File: config.mk
export PLATFORM = sky130hd
export DESIGN_NAME = gpio_in_conditioner
export DESIGN_NICKNAME = d
export VERILOG_FILES = /design/src/rtl/gpio_cond_pkg.sv /design/src/rtl/debounce_bit.sv /design/src/rtl/gpio_in_conditioner.sv
export SDC_FILE = /design/constraint.sdc
export NUM_CORES = 1
export LEC_CHECK = 0
export ABC_AREA = 0
export CAP_MARGIN = 30
export CORE_MARGIN = 2
export CORE_UTILIZATION = 57
export DETAILED_ROUTE_END_ITERATION = 10
export PLACE_DENSITY = 0.84
export SYNTH_ARGS = -nofsm -noshare
export SYNTH_HDL_FRONTEND = slang
export SYNTH_SLANG_ARGS = --single-unit
export TNS_END_PERCENT = 5
File: constraint.sdc
create_clock -name clock -period 2.55 [get_ports clock]
set_clock_uncertainty 0.05 [all_clocks]
set_input_delay 0.3825 -clock clock [delete_from_list [all_inputs] [get_ports clock]]
set_output_delay 0.3825 -clock clock [all_outputs]
set_load 0.02 [all_outputs]
File: src/rtl/gpio_cond_pkg.sv
// Shared definitions for the GPIO input conditioner: per-bit debounce FSM
// state encoding and default synchroniser / debounce depths.
package gpio_cond_pkg;

   typedef enum logic [1:0] {
      LOW    = 2'b00,
      CNT_HI = 2'b01,
      HIGH   = 2'b11,
      CNT_LO = 2'b10
   } deb_state_t;

   localparam int unsigned SYNC_STAGES_DEF     = 2;
   localparam int unsigned DEBOUNCE_CYCLES_DEF = 1000000;

endpackage

File: src/rtl/debounce_bit.sv
// One input bit: SYNC_STAGES-deep synchroniser, debounce FSM with a
// stability counter, and registered rise/fall pulses.
module debounce_bit
   import gpio_cond_pkg::*;
#(
   parameter int unsigned SYNC_STAGES     = SYNC_STAGES_DEF,
   parameter int unsigned DEBOUNCE_CYCLES = DEBOUNCE_CYCLES_DEF
) (
   input  logic clock,
   input  logic reset_n,
   input  logic raw,
   output logic level,
   output logic rise_pulse,
   output logic fall_pulse
);

   localparam int unsigned CW = $clog2(DEBOUNCE_CYCLES);
   localparam logic [CW-1:0] TERM = CW'(DEBOUNCE_CYCLES - 1);

   logic [SYNC_STAGES-1:0] sync;
   logic                   s;
   deb_state_t             state, state_next;
   logic [CW-1:0]          cnt, cnt_next;
   logic                   rise_next, fall_next;

   assign s = sync[SYNC_STAGES-1];

   // Shift the raw input through the synchroniser chain.
   always_ff @(posedge clock or negedge reset_n) begin
      if (!reset_n) sync <= '0;
      else          sync <= {sync[SYNC_STAGES-2:0], raw};
   end

   // FSM state, stability counter and pulse registers.
   always_ff @(posedge clock or negedge reset_n) begin
      if (!reset_n) begin
         state      <= LOW;
         cnt        <= '0;
         rise_pulse <= 1'b0;
         fall_pulse <= 1'b0;
      end else begin
         state      <= state_next;
         cnt        <= cnt_next;
         rise_pulse <= rise_next;
         fall_pulse <= fall_next;
      end
   end

   // Next-state, counter update and pulse requests.
   always_comb begin
      state_next = state;
      cnt_next   = cnt;
      rise_next  = 1'b0;
      fall_next  = 1'b0;
      case (state)
         LOW: begin
            if (s) begin
               state_next = CNT_HI;
               cnt_next   = CW'(1);
            end
         end
         CNT_HI: begin
            if (!s) begin
               state_next = LOW;
               cnt_next   = '0;
            end else if (cnt == TERM) begin
               state_next = HIGH;
               cnt_next   = '0;
               rise_next  = 1'b1;
            end else begin
               cnt_next = cnt + CW'(1);
            end
         end
         HIGH: begin
            if (!s) begin
               state_next = CNT_LO;
               cnt_next   = CW'(1);
            end
         end
         CNT_LO: begin
            if (s) begin
               state_next = HIGH;
               cnt_next   = '0;
            end else if (cnt == TERM) begin
               state_next = LOW;
               cnt_next   = '0;
               fall_next  = 1'b1;
            end else begin
               cnt_next = cnt + CW'(1);
            end
         end
         default: begin
            state_next = LOW;
            cnt_next   = '0;
         end
      endcase
   end

   // The debounced level is 1 exactly in HIGH and CNT_LO (state bit 1).
   assign level = state[1];

endmodule

File: src/rtl/gpio_in_conditioner.sv
// GPIO input conditioner: WIDTH independent synchronise+debounce channels.
// Optional sticky latch on gpio_in, enabled by defining GPIO_IN_LATCH_EN.
module gpio_in_conditioner
   import gpio_cond_pkg::*;
#(
   parameter int unsigned WIDTH           = 4,
   parameter int unsigned SYNC_STAGES     = SYNC_STAGES_DEF,
   parameter int unsigned DEBOUNCE_CYCLES = DEBOUNCE_CYCLES_DEF
) (
   input  logic             clock,
   input  logic             reset_n,
   input  logic [WIDTH-1:0] raw_in,
   input  logic [WIDTH-1:0] latch_clr,
   output logic [WIDTH-1:0] gpio_in,
   output logic [WIDTH-1:0] rise_pulse,
   output logic [WIDTH-1:0] fall_pulse
);

   logic [WIDTH-1:0] level;

   for (genvar i = 0; i < WIDTH; i++) begin : g_bit
      debounce_bit #(
         .SYNC_STAGES     (SYNC_STAGES),
         .DEBOUNCE_CYCLES (DEBOUNCE_CYCLES)
      ) u_deb (
         .clock      (clock),
         .reset_n    (reset_n),
         .raw        (raw_in[i]),
         .level      (level[i]),
         .rise_pulse (rise_pulse[i]),
         .fall_pulse (fall_pulse[i])
      );
   end

`ifdef GPIO_IN_LATCH_EN
   logic [WIDTH-1:0] latch;
   logic [WIDTH-1:0] unused_level;

   assign unused_level = level;

   // Sticky latch: set by a rise pulse, cleared by latch_clr; set wins.
   always_ff @(posedge clock or negedge reset_n) begin
      if (!reset_n) latch <= '0;
      else          latch <= (latch & ~latch_clr) | rise_pulse;
   end

   assign gpio_in = latch;
`else
   logic unused_latch_clr;

   assign unused_latch_clr = ^latch_clr;
   assign gpio_in          = level;
`endif

endmodule
==> results of run 1 <==
==> stage by stage <==
step | cell area (um^2) | hold WS, ns | worst slack [ns]
floorplan | 5810 | 0.0369 | 0.549
global placement | 6070 | 0.281 | 0.377
detailed placement | 6070 | 0.288 | 0.239
CTS | 6340 | 0.312 | 0.189
global route | 6340 | 0.325 | 0.0749
finish | 6340 | 0.305 | 0.201
==> cells by family after synthesis <==
kind of cell | share of synthesized area
AO/OA/AOI/OAI | 0.121
XOR/XNOR | 0.0512
adder cells (fa/ha/maj) | 0.0430
buffers and inverters | 0.0448
multiplexers | 0.0286
flip-flops | 0.448
AND/OR/NAND/NOR | 0.264
==> cell type report <==
cell class	instances	area, um^2
clock buffer	10	128
clock inverter	5	129
fill	791	3480
inverter	25	93.8
multi-input combinational	473	2950
sequential	104	2600
tap	133	166
timing repair buffer	28	265
==> synth_stat cells (8+ instances only) <==
master / count
nor2_1: 57
a31oi_1: 13
nor3_1: 20
o22ai_1: 8
ha_1: 20
xnor2_1: 19
nor4_1: 12
and3_1: 16
inv_1: 25
a21oi_1: 30
nand3_1: 47
nor2b_1: 10
o21ai_0: 22
xor2_1: 15
nand2b_1: 10
mux2_2: 9
nand4_1: 18
clkbuf_1: 11
nand2_1: 69
buf_4: 12
dfrtp_1: 104
==> flip-flops by register name, indices dropped and copies added (netlist names) <==
register and cells:
g_bit.u_deb.fall_pulse 4, g_bit.u_deb.cnt 80, g_bit.u_deb.state 8, g_bit.u_deb.sync 8
g_bit.u_deb.rise_pulse 4
==> per-layer routing <==
layer	vias to the layer above	share of wire
li1	2263	-
met1	2309	0.46
met2	79	0.50
met3	17	0.028
met4	0	0.012
met5	-	0
==> critical path: cells and delay by family, from the launching register on <==
| family | cells | cell delay [ns] |
|---|---|---|
| xor+xnor | 1 | 0.18 |
| fa+ha+maj | 1 | 0.26 |
| buf+inv | 1 | 0.09 |
| flops | 1 | 0.39 |
| mux | 1 | 0.38 |
| simple gates | 3 | 0.86 |
==> how the worst max path moves through the flow <==
stage                                  startpoint                endpoint  slack, ns
final                     g_bit[3].u_deb.state[0]  g_bit[3].u_deb.cnt[19]       0.20
after global routing      g_bit[3].u_deb.state[0]  g_bit[3].u_deb.cnt[19]       0.07
after CTS                 g_bit[3].u_deb.state[1]  g_bit[3].u_deb.cnt[19]       0.19
after detailed placement  g_bit[3].u_deb.state[1]  g_bit[3].u_deb.cnt[19]       0.24
after global placement    g_bit[3].u_deb.state[1]  g_bit[3].u_deb.cnt[17]       0.38
after floorplan           g_bit[3].u_deb.state[1]  g_bit[3].u_deb.cnt[19]       0.55
==> power breakdown <==
part | total [W] | internal [W] | switching, W
Combinational | 0.00191 | 0.000724 | 0.00119
Sequential | 0.00193 | 0.00178 | 0.000148
Clock | 0.00131 | 0.000750 | 0.000560
==> metrics.txt, run 1 <==
status=finished clean; DRC violation total after the first TritonRoute iteration=435; Routed WL per cell=around 15 um; antenna violations before repair=0; GPL Wtd Cong=~0.83; commonest non-fill, non-tap cell in the layout=dfrtp_1; Max Cap Violations=0; Max IR drop VDD=0.407 mV; GRT overflow=0; setup TNS=0 ns; clock latency on the worst-skew pair=~0.37 ns; antenna cells=0; Global Route Usage Sum=0.226; top post-synthesis cells by area=dfrtp_1 45%, nand2_1 4.5%, ha_1 4.3%, nand3_1 4.0%, nor2_1 3.7%; top cell type's share of synthesized area=0.448; detailed placer's ending HPWL=approximately 8300 um; layer carrying the most global-route usage=met2; CTS Hold Bufs=1; critical path fanouts, max=15; Cells after Synth=between 600 and 700; largest net degree at the start of global routing=65; Slew Limit Fails=0; GR met1 Demand/Resource=0.289; Layout Utilization=0.645; hold depth=0; Crit Path Class=reg2reg; CP max-delay cell=or3_4; final setup fails=0; met3 usage=0.0299; Layout Nets=about 670; number of routed nets with antenna violations=0; via/cell ratio=6.00; met2 global-route usage=0.397; Leak Pwr=~2.6 nW; Post-Syn Nets=662; worst hold path type=reg2reg; CTS tree=done; Hold Path End=g_bit[2].u_deb.sync[1]; die height=105 um; PwrDens=between 800 and 900 nW/um^2; Syn Area/Cell=9.20 um^2; CTS Buf Count=9; CP Data Arrival Time=between 2 and 3 ns; Total Routed Length=between 10,000 and 15,000 um; IO buf count=17; startpoint types=flip-flop; Ports=22; clock sinks=104; vias in the first global route=roughly 4.6k; EDFF count, synth=0; Worst-path clk slew=around 0.1 ns; placed cells=762; asr flop ratio synth=1.00; Crit. End Element=flip-flop; RSZ-0062 raised after global routing=false; DRT Pass-1 Iters=4; Post-synth top flop=dfrtp_1; reg2reg setup slack=0.20 ns; DRC viols=0; CTS H-tree lvls=3; vias=4,668; first-pass GRT wire length=roughly 21,000 um; Pwr Total=approximately 0.0052 W; die area=11,000 um^2; sequential area share after synthesis=0.448; post-CTS setup buffers=0; cell area after synthesis=about 5800 um^2; Worst path max stage delay=around 0.42 ns; Core Area=9820 um^2; layout cell share with drive strength beyond 1=0.0729; Final Cycle Share=0.921; commonest non-fill, non-tap cells in the layout=104 x dfrtp_1, 69 x nand2_1, 57 x nor2_1; clock period minus worst slack=between 2 and 2.5 ns; worst hold path startpoint=g_bit[2].u_deb.sync[0]; slew margin rel.=0.588; RR Startpoint=g_bit[3].u_deb.state[0]; Starting Density=0.592; Non-Filler Instances=778; Layout area overhead=8.97%; cell row count=36; Max clock buf depth=2; CTS root buf=clkbuf_8; Cell variety after synth=59; Final Hold Vio Count=0; r2r worst-path depth=7; # resized after CTS=0; FF-to-FF End=g_bit[3].u_deb.cnt[19]; crit-path cells=inv_1 > ha_1 > mux2_4 > or3_4 > nor4_1 > xnor2_1 > nor2_1; worst path required time=2.74 ns; Worst-Margin Slew=approximately 0.6 ns; Syn. warnings=0; Max Freq=426 MHz; chip width=105 um; post-synth top area cell=dfrtp_1; Yosys reg bits=between 100 and 150
(Power assumes the default switching activity.)
==> inputs of run 2 (changes only) <==
- ABC_AREA: 0 -> not set
- HOLD_SLACK_MARGIN: not set -> 0.05
==> results of run 2 <==
Same layout as run 1: the final DEF is identical, and so are final timing and power.
==> inputs of run 3 (changes only) <==
- HOLD_SLACK_MARGIN: 0.05 -> 0.1
==> results of run 3 <==
Same layout as run 1: the final DEF is identical, and so are final timing and power.
